## src/rtl/packet_send_scheduler.sv

```systemverilog
// Packet send scheduler: arbitrates periodic and manual send rounds
// between two send_packet channels with fixed pulse and gap timing.
module packet_send_scheduler #(
  parameter logic [31:0] PERIOD    = 32'h000000ff,
  parameter int          PULSE_LEN = 3,
  parameter int          GAP_LEN   = 8
) (
  input  logic        clk_50,
  input  logic        rst_n,
  input  logic        mac_inited,
  input  logic        rx_ready,
  input  logic        auto_en,
  input  logic        req_1,
  input  logic        req_2,
  input  logic [24:0] addr_1,
  input  logic [24:0] addr_2,
  output logic [24:0] start_ram_addr_1,
  output logic [24:0] start_ram_addr_2,
  output logic        cmd_send_1,
  output logic        cmd_send_2,
  output logic        busy,
  output logic [15:0] sent_cnt_1,
  output logic [15:0] sent_cnt_2
);

  typedef enum logic [1:0] {
    IDLE,
    ISSUE,
    GAP
  } state_t;

  state_t      state_q;
  logic [31:0] timer_q;
  logic [15:0] phase_q;
  logic        pend1_q, pend2_q;
  logic        last2_q;
  logic        gch2_q;
  logic        cmd1_q, cmd2_q;
  logic        busy_q;
  logic [24:0] addr1_q, addr2_q;
  logic [15:0] cnt1_q, cnt2_q;

  logic        ready;
  logic        tick;
  logic        fire;
  logic        grant;
  logic        grant2;
  logic        pend1_d, pend2_d;

  assign ready  = mac_inited & rx_ready;
  assign tick   = ready & auto_en;
  assign fire   = tick & (timer_q == PERIOD - 32'd1);
  assign grant  = (state_q == IDLE) & ready
                & (pend1_q | pend2_q);
  // Both pending: alternate away from the last grant.
  assign grant2 = pend2_q & (~pend1_q | ~last2_q);

  assign pend1_d = (pend1_q & ~(grant & ~grant2))
                 | req_1 | fire;
  assign pend2_d = (pend2_q & ~(grant & grant2))
                 | req_2 | fire;

  always_ff @(posedge clk_50 or negedge rst_n) begin
    if (!rst_n) begin
      state_q <= IDLE;
      timer_q <= '0;
      phase_q <= '0;
      pend1_q <= 1'b0;
      pend2_q <= 1'b0;
      last2_q <= 1'b1;
      gch2_q  <= 1'b1;
      cmd1_q  <= 1'b0;
      cmd2_q  <= 1'b0;
      busy_q  <= 1'b0;
      addr1_q <= '0;
      addr2_q <= '0;
      cnt1_q  <= '0;
      cnt2_q  <= '0;
    end else begin
      timer_q <= (tick & ~fire) ? timer_q + 32'd1 : '0;
      pend1_q <= pend1_d;
      pend2_q <= pend2_d;
      unique case (state_q)
        IDLE: begin
          if (grant) begin
            state_q <= ISSUE;
            busy_q  <= 1'b1;
            phase_q <= '0;
            last2_q <= grant2;
            gch2_q  <= grant2;
            cmd1_q  <= ~grant2;
            cmd2_q  <= grant2;
            if (grant2) addr2_q <= addr_2;
            else        addr1_q <= addr_1;
          end
        end
        ISSUE: begin
          if (!ready) begin
            state_q <= IDLE;
            busy_q  <= 1'b0;
            cmd1_q  <= 1'b0;
            cmd2_q  <= 1'b0;
          end else if (phase_q == 16'(PULSE_LEN - 1)) begin
            state_q <= GAP;
            phase_q <= '0;
            cmd1_q  <= 1'b0;
            cmd2_q  <= 1'b0;
            if (gch2_q) cnt2_q <= cnt2_q + 16'd1;
            else        cnt1_q <= cnt1_q + 16'd1;
          end else begin
            phase_q <= phase_q + 16'd1;
          end
        end
        GAP: begin
          if (!ready || phase_q == 16'(GAP_LEN - 1)) begin
            state_q <= IDLE;
            busy_q  <= 1'b0;
          end else begin
            phase_q <= phase_q + 16'd1;
          end
        end
        default: begin
          state_q <= IDLE;
          busy_q  <= 1'b0;
          cmd1_q  <= 1'b0;
          cmd2_q  <= 1'b0;
        end
      endcase
    end
  end

  assign start_ram_addr_1 = addr1_q;
  assign start_ram_addr_2 = addr2_q;
  assign cmd_send_1       = cmd1_q;
  assign cmd_send_2       = cmd2_q;
  assign busy             = busy_q;
  assign sent_cnt_1       = cnt1_q;
  assign sent_cnt_2       = cnt2_q;

endmodule

```

## config.mk

```make
export PLATFORM = sky130hd
export DESIGN_NAME = packet_send_scheduler
export DESIGN_NICKNAME = d
export VERILOG_FILES = /design/src/rtl/packet_send_scheduler.sv
export SDC_FILE = /design/constraint.sdc
export NUM_CORES = 1
export LEC_CHECK = 0
export CAP_MARGIN = 5
export CORE_MARGIN = 2
export CORE_UTILIZATION = 36
export DETAILED_ROUTE_END_ITERATION = 7
export PLACE_DENSITY = 0.74
export SLEW_MARGIN = 30
export SYNTH_ARGS = -nofsm -noshare
export SYNTH_HDL_FRONTEND = slang
export SYNTH_SLANG_ARGS = --single-unit
```

## constraint.sdc

```tcl
create_clock -name clk_50 -period 2.5 [get_ports clk_50]
set_clock_uncertainty 0.05 [all_clocks]
set_input_delay 0.5 -clock clk_50 [delete_from_list [all_inputs] [get_ports clk_50]]
set_output_delay 0.5 -clock clk_50 [all_outputs]
set_load 0.01 [all_outputs]
```

==> results.md <==
* Worst Setup Path Type: reg2reg
* Port buffer count at 141
* Detailed-placement wirelength estimate at 10.4 mm
* Overall fraction of global-route tracks in use at 0.160
* Layout Nets at 818
* Final number of setup-violating endpoints at 0
* Final slew viol count at 0
* Clock latency at the later pin of the worst-skew pair at 410 ps
* H-tree depth at 4
* Footprint of the multi-input gates at 2900 µm²
* Placed Instance Area at 8410 µm²
* First-pass GRT wire length at 23.9 mm
* IR drop worst, VDD at 0.000673 V
* Cell type with the highest aggregate area in the netlist: sky130_fd_sc_hd__dfrtp_1
* Slew at the pin closest to its max-slew limit at 644 ps
* Wirelength, routed at 14.9 mm
* Achievable frequency at 409 MHz
* Area of the core region at 17400 µm²
* Number of warning messages in the yosys log at 0
* Number of primary I/O pins at 142
* Maximum buffer depth of the clock tree at 2
* Post-synth design cell area at 6430 µm²
* Fin area at 9080 µm²
* Detailed router's first-iteration violation count at 277
* Max-slew headroom at 0.571
* Syn Area/Cell at 11.3 µm²
* Average routed wire per standard cell at 15.1 µm
* Endpoint required time on the critical path at 2750 ps
* Effective utilization at floorplan at 0.371
* Final core occ at 0.523
* Number of enable flip-flop cells after synthesis at 0
* Leakage Power at 3.75 nW
* Setup repair after global routing missed its margin: true
* Max-cap violations at 0
* Netlist cell types at 58
* Largest net degree at the start of global routing at 67
* Cell row count at 48
* Launching element type of the critical path: flop
* Setup WS pre-CTS at -112 ps
* Number of detailed-route iterations in the first pass at 5
* Share of the clock period used by the worst path at 0.979
* Final WS setup at 52.2 ps
* Via count of the routed design at 4957
* Power density over the cells at 920 nW/µm²
* Final RePlAce weighted congestion at 0.806
* Share of the synthesized area in the top cell type at 0.533
* Result of the run: completed
* Final Hold Violating Endpoints at 0
* Antenna diode instance count at 0
* Register area share after synthesis at 0.537
* Min-Delay Path Class: in2async
* Clock period minus final worst setup slack at 2450 ps
* Async set-or-reset flop fraction in the synthesized netlist at 1.00
* # fillers at 1487
* Endpoint type of the worst setup path: flop
* Most used standard cell by instance count after synthesis: sky130_fd_sc_hd__dfrtp_1
* Remaining design rule violation count at 0
* Remaining global-route overflow at 0
* Post-synthesis to final-layout area growth at 41.2%
* Synth Instances at 568
* Number of global-route vias before repair at 4893
* Number of routed nets with antenna violations at 0
* Critical path arrival at 2690 ps
* CTS clk-pin slew, worst paths at 60 ps
* Combined flip-flop and latch cell area at 3450 µm²
* Primary FF master, synth: sky130_fd_sc_hd__dfrtp_1
* Number of antenna violations at the first check in global routing at 0
* Crit path max fanout at 6
* Clock tree from TritonCTS: yes
* Share of post-route cells with drive strength above 1 at 0.204
* Number of buffers added by the clock tree synthesis step at 17
* Dominant cells by area after synthesis: sky130_fd_sc_hd__dfrtp_1, sky130_fd_sc_hd__mux2_2, sky130_fd_sc_hd__xnor2_1
* Via count normalized by instance count at 5.02
* Commonest cells post-synth: sky130_fd_sc_hd__dfrtp_1, sky130_fd_sc_hd__mux2_2, sky130_fd_sc_hd__nor2_1, sky130_fd_sc_hd__xnor2_1, sky130_fd_sc_hd__nand2_1
* # clock sinks at 138
* Total power consumption of the routed design at 8.35 mW
* CTS root buffer: sky130_fd_sc_hd__clkbuf_16
* Area of the die at 19000 µm²
* Number of register bits inferred by synthesis at 138
* Die Width at 138 µm
* Setup TNS at 0 ps
* Nets in the synthesized netlist at 636
* Chip height at 138 µm
* Internal reg-to-reg setup slack at 50 ps
metrics by stage:
| step | std cells | hold WS, ps |
|---|---|---|
| 6_report | 988 | 31.1 |
| 5_1_grt | 988 | 78.0 |
| 4_1_cts | 987 | 55.9 |
| 3_5_place_dp | 953 | 412 |
| 3_3_place_gp | 953 | 406 |
| 2_1_floorplan | 568 | 154 |
logic make-up after synthesis:
group                      synth area share
AOI/OAI and AO/OA                    0.0558
DFF                                   0.537
and+or+nand+nor                       0.189
adders and majority gates            0.0214
xor gates and xnor gates             0.0803
muxes                                0.0945
buffers and inverters                0.0218
critical path: stages (launching register included):
cell and delay, ps:
sky130_fd_sc_hd__dfrtp_1 380, sky130_fd_sc_hd__inv_1 60, sky130_fd_sc_hd__ha_2 170, sky130_fd_sc_hd__or4b_4 460, sky130_fd_sc_hd__or4_4 580, sky130_fd_sc_hd__a22o_4 280, sky130_fd_sc_hd__a21o_1 160, sky130_fd_sc_hd__a22o_1 200
per-layer routing:
layer | GRT usage | vias up | share of wire | wire [µm]
li1 | - | 2394 | - | -
met1 | 0.206 | 2419 | 0.44 | 6530
met2 | 0.250 | 123 | 0.48 | 7130
met3 | 0.0607 | 21 | 0.066 | 986
met4 | 0.0441 | 0 | 0.016 | 233
met5 | 0 | - | 0 | 0
cells in the final DEF (no fill, tap or decap), types with 8 or more instances in the layout:
| cell | synthesis | routed |
|---|---|---|
| sky130_fd_sc_hd__clkdlybuf4s50_1 | 0 | 140 |
| sky130_fd_sc_hd__dfrtp_1 | 137 | 137 |
| sky130_fd_sc_hd__mux2_2 | 53 | 53 |
| sky130_fd_sc_hd__nor2_1 | 50 | 49 |
| sky130_fd_sc_hd__xnor2_1 | 44 | 44 |
| sky130_fd_sc_hd__nand2_1 | 39 | 38 |
| sky130_fd_sc_hd__buf_4 | 1 | 33 |
| sky130_fd_sc_hd__nand3_1 | 28 | 28 |
| sky130_fd_sc_hd__nand4_1 | 23 | 23 |
| sky130_fd_sc_hd__nor3_1 | 17 | 17 |
| sky130_fd_sc_hd__clkbuf_16 | 0 | 17 |
| sky130_fd_sc_hd__xor2_1 | 15 | 15 |
| sky130_fd_sc_hd__and3_1 | 13 | 13 |
| sky130_fd_sc_hd__nor4_1 | 13 | 12 |
| sky130_fd_sc_hd__inv_1 | 11 | 11 |
| sky130_fd_sc_hd__ha_1 | 11 | 10 |
| sky130_fd_sc_hd__a22o_1 | 9 | 8 |
final cells by class:
cell class,count,share of cell area
Sequential cell,138,0.380
Inverter,11,0.00455
Multi-Input combinational cell,398,0.320
Clock buffer,20,0.0503
Clock inverter,12,0.0128
Tap cell,225,0.0310
Timing Repair Buffer,184,0.201
worst paths after layout:
check | cells after the start | from | end
hold reg to reg | 1 | sent_cnt_2[15]$_DFFE_PN0P_ | sent_cnt_2[15]$_DFFE_PN0P_
setup / recovery | 7 | phase_q[0]$_DFFE_PN0P_ | phase_q[3]$_DFFE_PN0P_
setup reg to reg | 7 | phase_q[0]$_DFFE_PN0P_ | phase_q[3]$_DFFE_PN0P_
min in group clk_50 | 1 | sent_cnt_2[15]$_DFFE_PN0P_ | sent_cnt_2[15]$_DFFE_PN0P_
max in group asynchronous | 2 | rst_n | timer_q[11]$_DFF_PN0_
hold / removal | 1 | rst_n | phase_q[4]$_DFFE_PN0P_
registers in the layout, indices dropped and copies added, names as in the netlist:
name              count
sent_cnt_1           16
sent_cnt_2           16
state_q               2
start_ram_addr_2     25
gch2_q                1
timer_q              32
busy                  1
pend1_q               1
start_ram_addr_1     25
cmd_send_2            1
cmd_send_1            1
phase_q              16
pend2_q               1
timing repair:
item	CTS	global route
setup endpoints to repair	10	13
endpoints found under the hold margin	0	0
hold buffers	0	0
buffers inserted	2	1
pin swaps	1	13
gates resized for setup	2	22
where the power goes:
| group | switching (mW) | leakage (nW) | internal (mW) |
|---|---|---|---|
| clock | 0.978 | 0.265 | 1.43 |
| sequential | 0.271 | 1.81 | 2.72 |
| combinational | 1.24 | 1.68 | 1.71 |
| total | 2.49 | 3.75 | 5.86 |
No activity file was read; power rests on OpenSTA's default activity.
